File: src/rtl/seg7_pkg.sv
// Shared definitions for the 7-segment scan decoder: code table, FSM states
// and the pattern-to-nibble lookup.
package seg7_pkg;

    typedef enum logic [1:0] {
        ST_IDLE,
        ST_SETTLE,
        ST_HOLD
    } state_t;

    // Active-low segment codes with dp off; bits [7:1] are a..g.
    localparam logic [7:0] SEG_CODES [16] = '{
        8'h03, 8'h9F, 8'h25, 8'h0D, 8'h99, 8'h49, 8'h41, 8'h1F,
        8'h01, 8'h09, 8'h11, 8'hC1, 8'h63, 8'h85, 8'h61, 8'h71
    };

    function automatic logic [4:0] seg_lookup(input logic [6:0] code);
        logic [4:0] result;
        result = 5'b0;
        for (int i = 0; i < 16; i++) begin
            if (SEG_CODES[i][7:1] == code) result = {1'b1, 4'(i)};
        end
        return result;
    endfunction

endpackage

File: src/rtl/seg7_pattern_dec.sv
// Combinational decode of the a..g segment lines into a hex nibble plus a
// hit flag for recognised patterns.
module seg7_pattern_dec
    import seg7_pkg::*;
(
    input  logic [7:1] seg,
    output logic       hit,
    output logic [3:0] nib
);

    logic [4:0] w_lookup;

    assign w_lookup = seg_lookup(seg);
    assign hit      = w_lookup[4];
    assign nib      = w_lookup[3:0];

endmodule

File: src/rtl/seg7_scan_decoder.sv
// Watches a multiplexed 7-segment bus and recovers per-digit value, decimal
// point and bad-pattern flags, pulsing frame_valid once every digit is seen.
module seg7_scan_decoder
    import seg7_pkg::*;
#(
    parameter int DIGITS = 8,
    parameter int SETTLE = 4
) (
    input  logic                  clk,
    input  logic                  rst,
    input  logic [7:0]            seg,
    input  logic [DIGITS-1:0]     an,
    output logic [4*DIGITS-1:0]   value,
    output logic [DIGITS-1:0]     dp,
    output logic [DIGITS-1:0]     bad,
    output logic [DIGITS-1:0]     seen,
    output logic                  frame_valid
);

    localparam int CW = $clog2(SETTLE + 1);
    localparam int IW = (DIGITS > 1) ? $clog2(DIGITS) : 1;
    localparam logic [CW-1:0] CNT_ONE  = CW'(1);
    localparam logic [CW-1:0] CNT_DONE = CW'(SETTLE);

    logic [7:0]        r_seg_meta, r_seg_sync, r_seg_prev;
    logic [DIGITS-1:0] r_an_meta, r_an_sync, r_an_prev;
    state_t            r_state;
    logic [CW-1:0]     r_cnt;

    logic              w_hit;
    logic [3:0]        w_nib;
    logic              w_an_valid;
    logic              w_changed;
    logic              w_load;
    logic              w_capture;
    logic [IW-1:0]     w_idx;
    logic [DIGITS-1:0] w_seen_base;

    seg7_pattern_dec u_dec (
        .seg (r_seg_sync[7:1]),
        .hit (w_hit),
        .nib (w_nib)
    );

    always_comb begin
        // NOTE: every always_comb output gets a default first so no latch is inferred.
        w_idx = '0;
        for (int i = 0; i < DIGITS; i++) begin
            if (!r_an_sync[i]) w_idx = IW'(i);
        end
    end

    assign w_an_valid  = $onehot(~r_an_sync);
    assign w_changed   = (r_an_sync != r_an_prev) || (r_seg_sync != r_seg_prev);
    assign w_load      = w_an_valid && ((r_state == ST_IDLE) || w_changed);
    // A one-cycle settle window captures on the very edge the count loads.
    assign w_capture   = w_an_valid &&
                         ((w_load && (SETTLE == 1)) ||
                          ((r_state == ST_SETTLE) && !w_changed &&
                           ((r_cnt + CNT_ONE) == CNT_DONE)));
    assign w_seen_base = (&seen) ? '0 : seen;

    // NOTE: sequential state uses non-blocking assignments only; the capture
    // registers are reset too, so no partial frame survives a reset.
    always_ff @(posedge clk or posedge rst) begin
        if (rst) begin
            r_seg_meta <= '0;
            r_seg_sync <= '0;
            r_seg_prev <= '0;
            r_an_meta  <= '0;
            r_an_sync  <= '0;
            r_an_prev  <= '0;
            r_state    <= ST_IDLE;
            r_cnt      <= '0;
        end else begin
            r_seg_meta <= seg;
            r_seg_sync <= r_seg_meta;
            r_seg_prev <= r_seg_sync;
            r_an_meta  <= an;
            r_an_sync  <= r_an_meta;
            r_an_prev  <= r_an_sync;
            if (!w_an_valid) begin
                r_state <= ST_IDLE;
                r_cnt   <= '0;
            end else if (w_capture) begin
                r_state <= ST_HOLD;
                r_cnt   <= CNT_DONE;
            end else if (w_load) begin
                r_state <= ST_SETTLE;
                r_cnt   <= CNT_ONE;
            end else if (r_state == ST_SETTLE) begin
                r_cnt   <= r_cnt + CNT_ONE;
            end
        end
    end

    always_ff @(posedge clk or posedge rst) begin
        if (rst) begin
            value       <= '0;
            dp          <= '0;
            bad         <= '0;
            seen        <= '0;
            frame_valid <= 1'b0;
        end else begin
            frame_valid <= &seen;
            if (w_capture) begin
                seen       <= w_seen_base | (DIGITS'(1) << w_idx);
                dp[w_idx]  <= ~r_seg_sync[0];
                bad[w_idx] <= ~w_hit;
                if (w_hit) value[{w_idx, 2'b00} +: 4] <= w_nib;
            end else begin
                seen       <= w_seen_base;
            end
        end
    end

endmodule

File: config.mk
export PLATFORM = sky130hd
export DESIGN_NAME = seg7_scan_decoder
export DESIGN_NICKNAME = d
export VERILOG_FILES = /design/src/rtl/seg7_pkg.sv /design/src/rtl/seg7_pattern_dec.sv /design/src/rtl/seg7_scan_decoder.sv
export SDC_FILE = /design/constraint.sdc
export NUM_CORES = 1
export LEC_CHECK = 0
export ABC_AREA = 1
export BUFFER_PORTS_ARGS = -buffer_cell sky130_fd_sc_hd__buf_2
export CAP_MARGIN = 20
export CORE_ASPECT_RATIO = 1.25
export CORE_UTILIZATION = 40
export DETAILED_ROUTE_END_ITERATION = 12
export GPL_ROUTABILITY_DRIVEN = 0
export HOLD_SLACK_MARGIN = 0.03
export MAX_ROUTING_LAYER = met4
export SKIP_CTS_REPAIR_TIMING = 1
export SYNTH_ARGS = -nofsm -noshare
export SYNTH_HDL_FRONTEND = slang
export SYNTH_SLANG_ARGS = --single-unit
File: constraint.sdc
create_clock -name clk -period 7.9 [get_ports clk]
set_input_delay 0.395 -clock clk [delete_from_list [all_inputs] [get_ports clk]]
set_output_delay 0.395 -clock clk [all_outputs]
set_load 0.01 [all_outputs]
==> results of run 1 <==
-- final cells by class --
type / count / area (um2)
timing repair buffer: 75 / 378
multi-input combinational: 384 / 2060
tap: 168 / 210
fill: 1206 / 6590
clock buffer: 9 / 225
clock inverter: 7 / 81.3
inverter: 80 / 308
sequential: 110 / 2750
-- registers in the layout (all words and copies together) (netlist names) --
register and count:
bad 8, dp 8, frame_valid 1, r_an_meta 8
r_an_prev 8, r_an_sync 8, r_cnt 3, r_seg_meta 8
r_seg_prev 8, r_seg_sync 8, r_state 2, seen 8
value 32
-- power by group through the flow --
stage	combinational [W]	sequential [W]	clock [W]
2_1_floorplan	0.0000946	0.000599	0
3_3_place_gp	0.000116	0.000603	0
3_5_place_dp	0.000119	0.000604	0
4_1_cts	0.000121	0.000593	0.000479
5_1_grt	0.000137	0.000595	0.000501
6_report	0.000118	0.000593	0.000467
-- how the worst min path moves through the flow --
| stage | from | to | slack (ps) | depth (start not counted) |
|---|---|---|---|---|
| floorplan | r_an_meta[0] | r_an_sync[0] | 330 | 0 |
| global placement | r_seg_meta[4] | r_seg_sync[4] | 330 | 0 |
| detailed placement | r_seg_meta[1] | r_seg_sync[1] | 330 | 0 |
| CTS | rst | r_seg_sync[5] | 70 | 2 |
| global route | rst | r_seg_sync[5] | 90 | 2 |
| finish | rst | r_seg_sync[5] | 60 | 2 |
-- per-stage QoR --
step                hold slack, ps  cells
finish                        63.8    833
global route                  93.5    833
CTS                           75.0    833
detailed placement             335    817
global placement               333    817
floorplan                      331    581
-- cells by family (layout without fill, tap and decap cells) --
kind of cell / after synthesis / after routing / synth area share
and+or+nand+nor: 318 / 318 / 0.293
DFF: 110 / 110 / 0.534
buffers and inverters: 87 / 171 / 0.0667
AOI/OAI and AO/OA: 43 / 43 / 0.0514
adders and majority gates: 15 / 15 / 0.0422
xor gates and xnor gates: 8 / 8 / 0.0136
-- synthesized netlist by cell type --
cell / instances / area share
inv_2: 10 / 0.0073
nand2_1: 180 / 0.13
nand3_4: 1 / 0.0034
a21oi_2: 1 / 0.0017
buf_6: 1 / 0.0022
nand2_4: 1 / 0.0022
inv_1: 69 / 0.050
nor3_1: 8 / 0.0078
and2b_1: 1 / 0.0015
nand2_2: 11 / 0.013
o21ai_2: 1 / 0.0017
nor3_2: 3 / 0.0058
inv_6: 1 / 0.0017
a21oi_4: 1 / 0.0032
ha_1: 11 / 0.027
nand4_1: 14 / 0.017
nor2_2: 6 / 0.0073
nor2_1: 43 / 0.031
nand3_1: 31 / 0.030
nor2_4: 6 / 0.013
xnor2_1: 4 / 0.0068
fa_1: 4 / 0.016
a21oi_1: 4 / 0.0039
o22ai_1: 2 / 0.0024
nand3b_1: 1 / 0.0015
nand4_2: 3 / 0.0073
nand4_4: 1 / 0.0041
a22o_1: 1 / 0.0017
o211ai_1: 2 / 0.0029
nand3_2: 6 / 0.012
nor4_1: 1 / 0.0012
a211oi_4: 1 / 0.0039
o21ai_1: 17 / 0.016
xor2_1: 4 / 0.0068
buf_2: 4 / 0.0039
nor3_4: 1 / 0.0032
o21ai_0: 11 / 0.011
o21a_1: 2 / 0.0029
clkbuf_1: 2 / 0.0015
dfrtp_1: 110 / 0.53
-- metal layers --
metal  GRT usage  share of wire
met1       0.218           0.44
met2       0.317           0.50
met5           -              0
met4      0.0699          0.018
met3      0.0324          0.035
==> metrics.cfg, run 1 <==
[outcome]
outcome = finished, final reports clean

[grt]
overflow = 0
track_usage = 0.185
grt_pass1_vias = 4061
antenna_found_initial = 0
grt_pass1_wl_um = 19100
grt_start_max_net_pins = 74

[setup_path]
crit_cells = 15
reg2reg_depth = 15
path_class = flop to flop
critPathCapture = value[24]
cp_slowest_cell = fa_1
cp-start-kind = flop
slowest_delay_ps = 520
setup.worst_path.end_class = flop
r2r-start = r_an_sync[1]
crit_start = r_an_sync[1]
path_buf_inv = 3
required_ps = 8130
crit_top_cell = fa_1
arrival_ps = 4510
r2r_end = value[24]
ff2ff_setup_slack_ps = 3630
critical-path-top-delay-family = adder cells
crit_path_cell_trace = inv_1 > fa_1 > fa_1 > fa_1 > ha_1 > inv_1 > fa_1 > nor2_1 > nand2_1 > a211oi_4 > inv_2 > nor2_4 > nand4_2 > nand2_1 > o21ai_1
worstPathMaxFanout = 12

[placed_design]
dp_slack_ps = 3670
dpl_cell_area_um2 = 5710
portBuffers = 74
hpwlAfterDp_um = 8380

[sta]
setup_violations = 0
rsz0062_at_grt = no
period_needed_ps = 4270
layout_setup_ws_ps = 3630
worstMarginPinSlew_ps = 915
slew_viol_final = 0
tns_ps = 0
fin_crit_sh = 0.541
fmax_mhz = 234
max_slew_margin = 0.390
hold_viol = 0
skew_ps = 11.0

[die]
pin_count = 75
dieArea_um2 = 13400
fp.dieH_um = 129
core_area_um2 = 12600
start_util = 0.409
num_rows = 46
die_w_um = 104

[clock_tree]
clockBufferDepth = 2
cts_max_level = 3
clock_latency_ps = 350
tritoncts = built
cts_made_buffers = 9
cts_root_buf = clkbuf_16
clk_pin_slew_ps = 70
clock-sinks = 110

[power_and_ir_drop]
p_switching_w = 0.000314
p_seq_frac = 0.503
p_total_w = 0.00118
swShare = 0.266
p_clk_frac = 0.396
combinationalPowerShare = 0.101
p_leak_nw = 3.25
peakVddDrop_uv = 90.7
intPower_w = 0.000864
p_per_area_nw_per_um2 = 196

[layout]
areaGrowthSynthToFinish_pct = 16.6
final_cell_mix = nand2_1 (180), dfrtp_1 (110), buf_2 (74)
fin_util = 0.477
fin_nets = 693
layout_commonest_cell = nand2_1
drive_gt1_frac = 0.220
final_cell_area_um2 = 6020
diodes = 0

[logic_synthesis]
synth_area_um2 = 5160
ys_types = 40
syn_area_per_cell_um2 = 8.88
synth_cells = 581
ys_ff_latch = 110
yosys_warnings = 0
syn_nets = 614
synth_seq_area_share = 0.534

[worst_hold_path]
hold_class = input port to async pin

[routing]
ant_nets = 0
drcViolationCount = 0
wl_per_cell_um = 13.5
avgViaCountPerCell = 4.79
finalWirelength_um = 11200
num_vias = 3993
drtIter0Drc = 193
first_pass_iters = 4

[flow_run]
max-cap-violations = 0

No activity file was read; power rests on OpenSTA's default activity.
==> run 2, diff against run 1 <==
==> constraint.sdc (replaced) <==
create_clock -name clk -period 4.4 [get_ports clk]
set_input_delay 0.22 -clock clk [delete_from_list [all_inputs] [get_ports clk]]
set_output_delay 0.22 -clock clk [all_outputs]
set_load 0.01 [all_outputs]
==> run 2 against run 1 <==
Combinational power is 95% higher; worst setup slack worse by 3300 ps; critical path type unchanged; final area is 2.8% higher; power is 81% higher; sequential share of layout area is 1.3 points lower; final cell count is 2.0% higher; first-iteration DRC count is 9.8% higher; highest routed layer unchanged; via count is 0.83% higher; die area stayed put; clock power is 79% higher; utilization is 1.4 points higher.
==> metrics.cfg, run 2 (synthesis results as in run 1) <==
[setup_path]
arrival_ps = 4390
critPathCapture = value[5]
critical-path-top-delay-family = adder cells
setup.worst_path.end_class = flop
cp-start-kind = flop
path_buf_inv = 3
reg2reg_depth = 15
ff2ff_setup_slack_ps = 310
r2r_end = value[5]
worstPathMaxFanout = 12
crit_start = r_an_sync[1]
crit_cells = 15
required_ps = 4700
slowest_delay_ps = 510
crit_path_cell_trace = inv_1 > fa_1 > fa_1 > fa_1 > ha_1 > inv_1 > fa_1 > nand2_1 > a211oi_4 > inv_2 > nor2_4 > nand2_2 > nor2_2 > nand3_1 > nand2_1
crit_top_cell = fa_1
cp_slowest_cell = fa_1
r2r-start = r_an_sync[1]
path_class = flop to flop

[routing]
first_pass_iters = 4
wl_per_cell_um = 13.0
drcViolationCount = 0
drtIter0Drc = 212
num_vias = 4026
ant_nets = 0
finalWirelength_um = 11000
avgViaCountPerCell = 4.74

[power_and_ir_drop]
intPower_w = 0.00159
p_seq_frac = 0.499
p_per_area_nw_per_um2 = 345
p_switching_w = 0.000543
p_clk_frac = 0.393
peakVddDrop_uv = 151
swShare = 0.255
p_leak_nw = 3.32
combinationalPowerShare = 0.108

[layout]
areaGrowthSynthToFinish_pct = 19.9
final_cell_mix = nand2_1 (180), dfrtp_1 (110), buf_2 (74)
diodes = 0
layout_commonest_cell = nand2_1
largest_reg_flops = 32
drive_gt1_frac = 0.216
nFillCells = 1193
largest-register = value
fin_util = 0.491
multi_input_area_um2 = 2060
fin_cells = 850
fin_nets = 710
ff_latch_area_um2 = 2750

[sta]
period_needed_ps = 4090
setup_violations = 0
worstMarginPinSlew_ps = 934
slew_viol_final = 0
tns_ps = 0
max_slew_margin = 0.377
fmax_mhz = 244
fin_crit_sh = 0.930
rsz0062_at_grt = no
hold_viol = 0
skew_ps = 9.25
whs_ps = 64.5

[grt]
grt_pass1_vias = 3901
antenna_found_initial = 0
grt_pass1_wl_um = 18600
track_usage = 0.184
grt_start_max_net_pins = 78
overflow = 0

[clock_tree]
clk_pin_slew_ps = 70
clockBufferDepth = 2
cts_root_buf = clkbuf_16
clock_latency_ps = 360
clock-sinks = 110
tritoncts = built
cts_max_level = 3
cts_made_buffers = 9

[worst_hold_path]
hold_class = input port to async pin

[die]
fp.dieH_um = 129
pin_count = 75
die_w_um = 104
start_util = 0.409
core_area_um2 = 12600
dieArea_um2 = 13400
num_rows = 46

[flow_run]
max-cap-violations = 0

[placed_design]
placed_cells = 818
portBuffers = 74
hpwlAfterDp_um = 8320

[outcome]
outcome = finished, final reports clean

run 2: cell types whose count changed in the layout (fill, tap and decap cells not counted):
| cell | delta |
|---|---|
| dlygate4sd3_1 | +16 |
| clkinv_4 | -3 |
| clkbuf_8 | +2 |
| clkinv_2 | +2 |
| buf_4 | +1 |
| inv_6 | -1 |
run 2: power groups by stage:
stage / combinational [W] / clock, W / sequential, W
after floorplan: 0.000170 / 0 / 0.00108
after detailed placement: 0.000222 / 0 / 0.00108
after global routing: 0.000269 / 0.000899 / 0.00107
after global placement: 0.000215 / 0 / 0.00108
final: 0.000230 / 0.000837 / 0.00106
after CTS: 0.000223 / 0.000864 / 0.00106
run 2: final cells by class:
| cell class | count | area share |
|---|---|---|
| flip-flops and latches | 110 | 0.445 |
| well taps | 168 | 0.0340 |
| clock buffers | 11 | 0.0408 |
| multi-input cells | 384 | 0.333 |
| inverters | 80 | 0.0497 |
| repair buffers | 92 | 0.0882 |
| clock inverters | 5 | 0.00910 |
run 2: worst min-delay path by stage:
stage               startpoint             to
finish                     rst  r_seg_meta[2]
global route               rst  r_seg_meta[2]
CTS                     seg[7]  r_seg_meta[7]
detailed placement      seg[4]  r_seg_meta[4]
global placement         an[3]   r_an_meta[3]
floorplan                an[0]   r_an_meta[0]
run 2: metrics by stage:
step	area [um2]	power (W)	setup slack, ps
3_3_place_gp	5720	0.00130	439
5_1_grt	6190	0.00224	53.0
6_report	6190	0.00213	308
2_1_floorplan	5160	0.00125	646
4_1_cts	6030	0.00215	288
3_5_place_dp	5720	0.00131	313
run 2: layer usage:
metal	wire length, um	vias to the layer above	GRT usage	share of wire
li1	-	2023	-	-
met2	5450	81	0.314	0.49
met3	364	16	0.0274	0.033
met1	4990	1906	0.217	0.45
met5	0	-	-	0
met4	210	0	0.0827	0.019
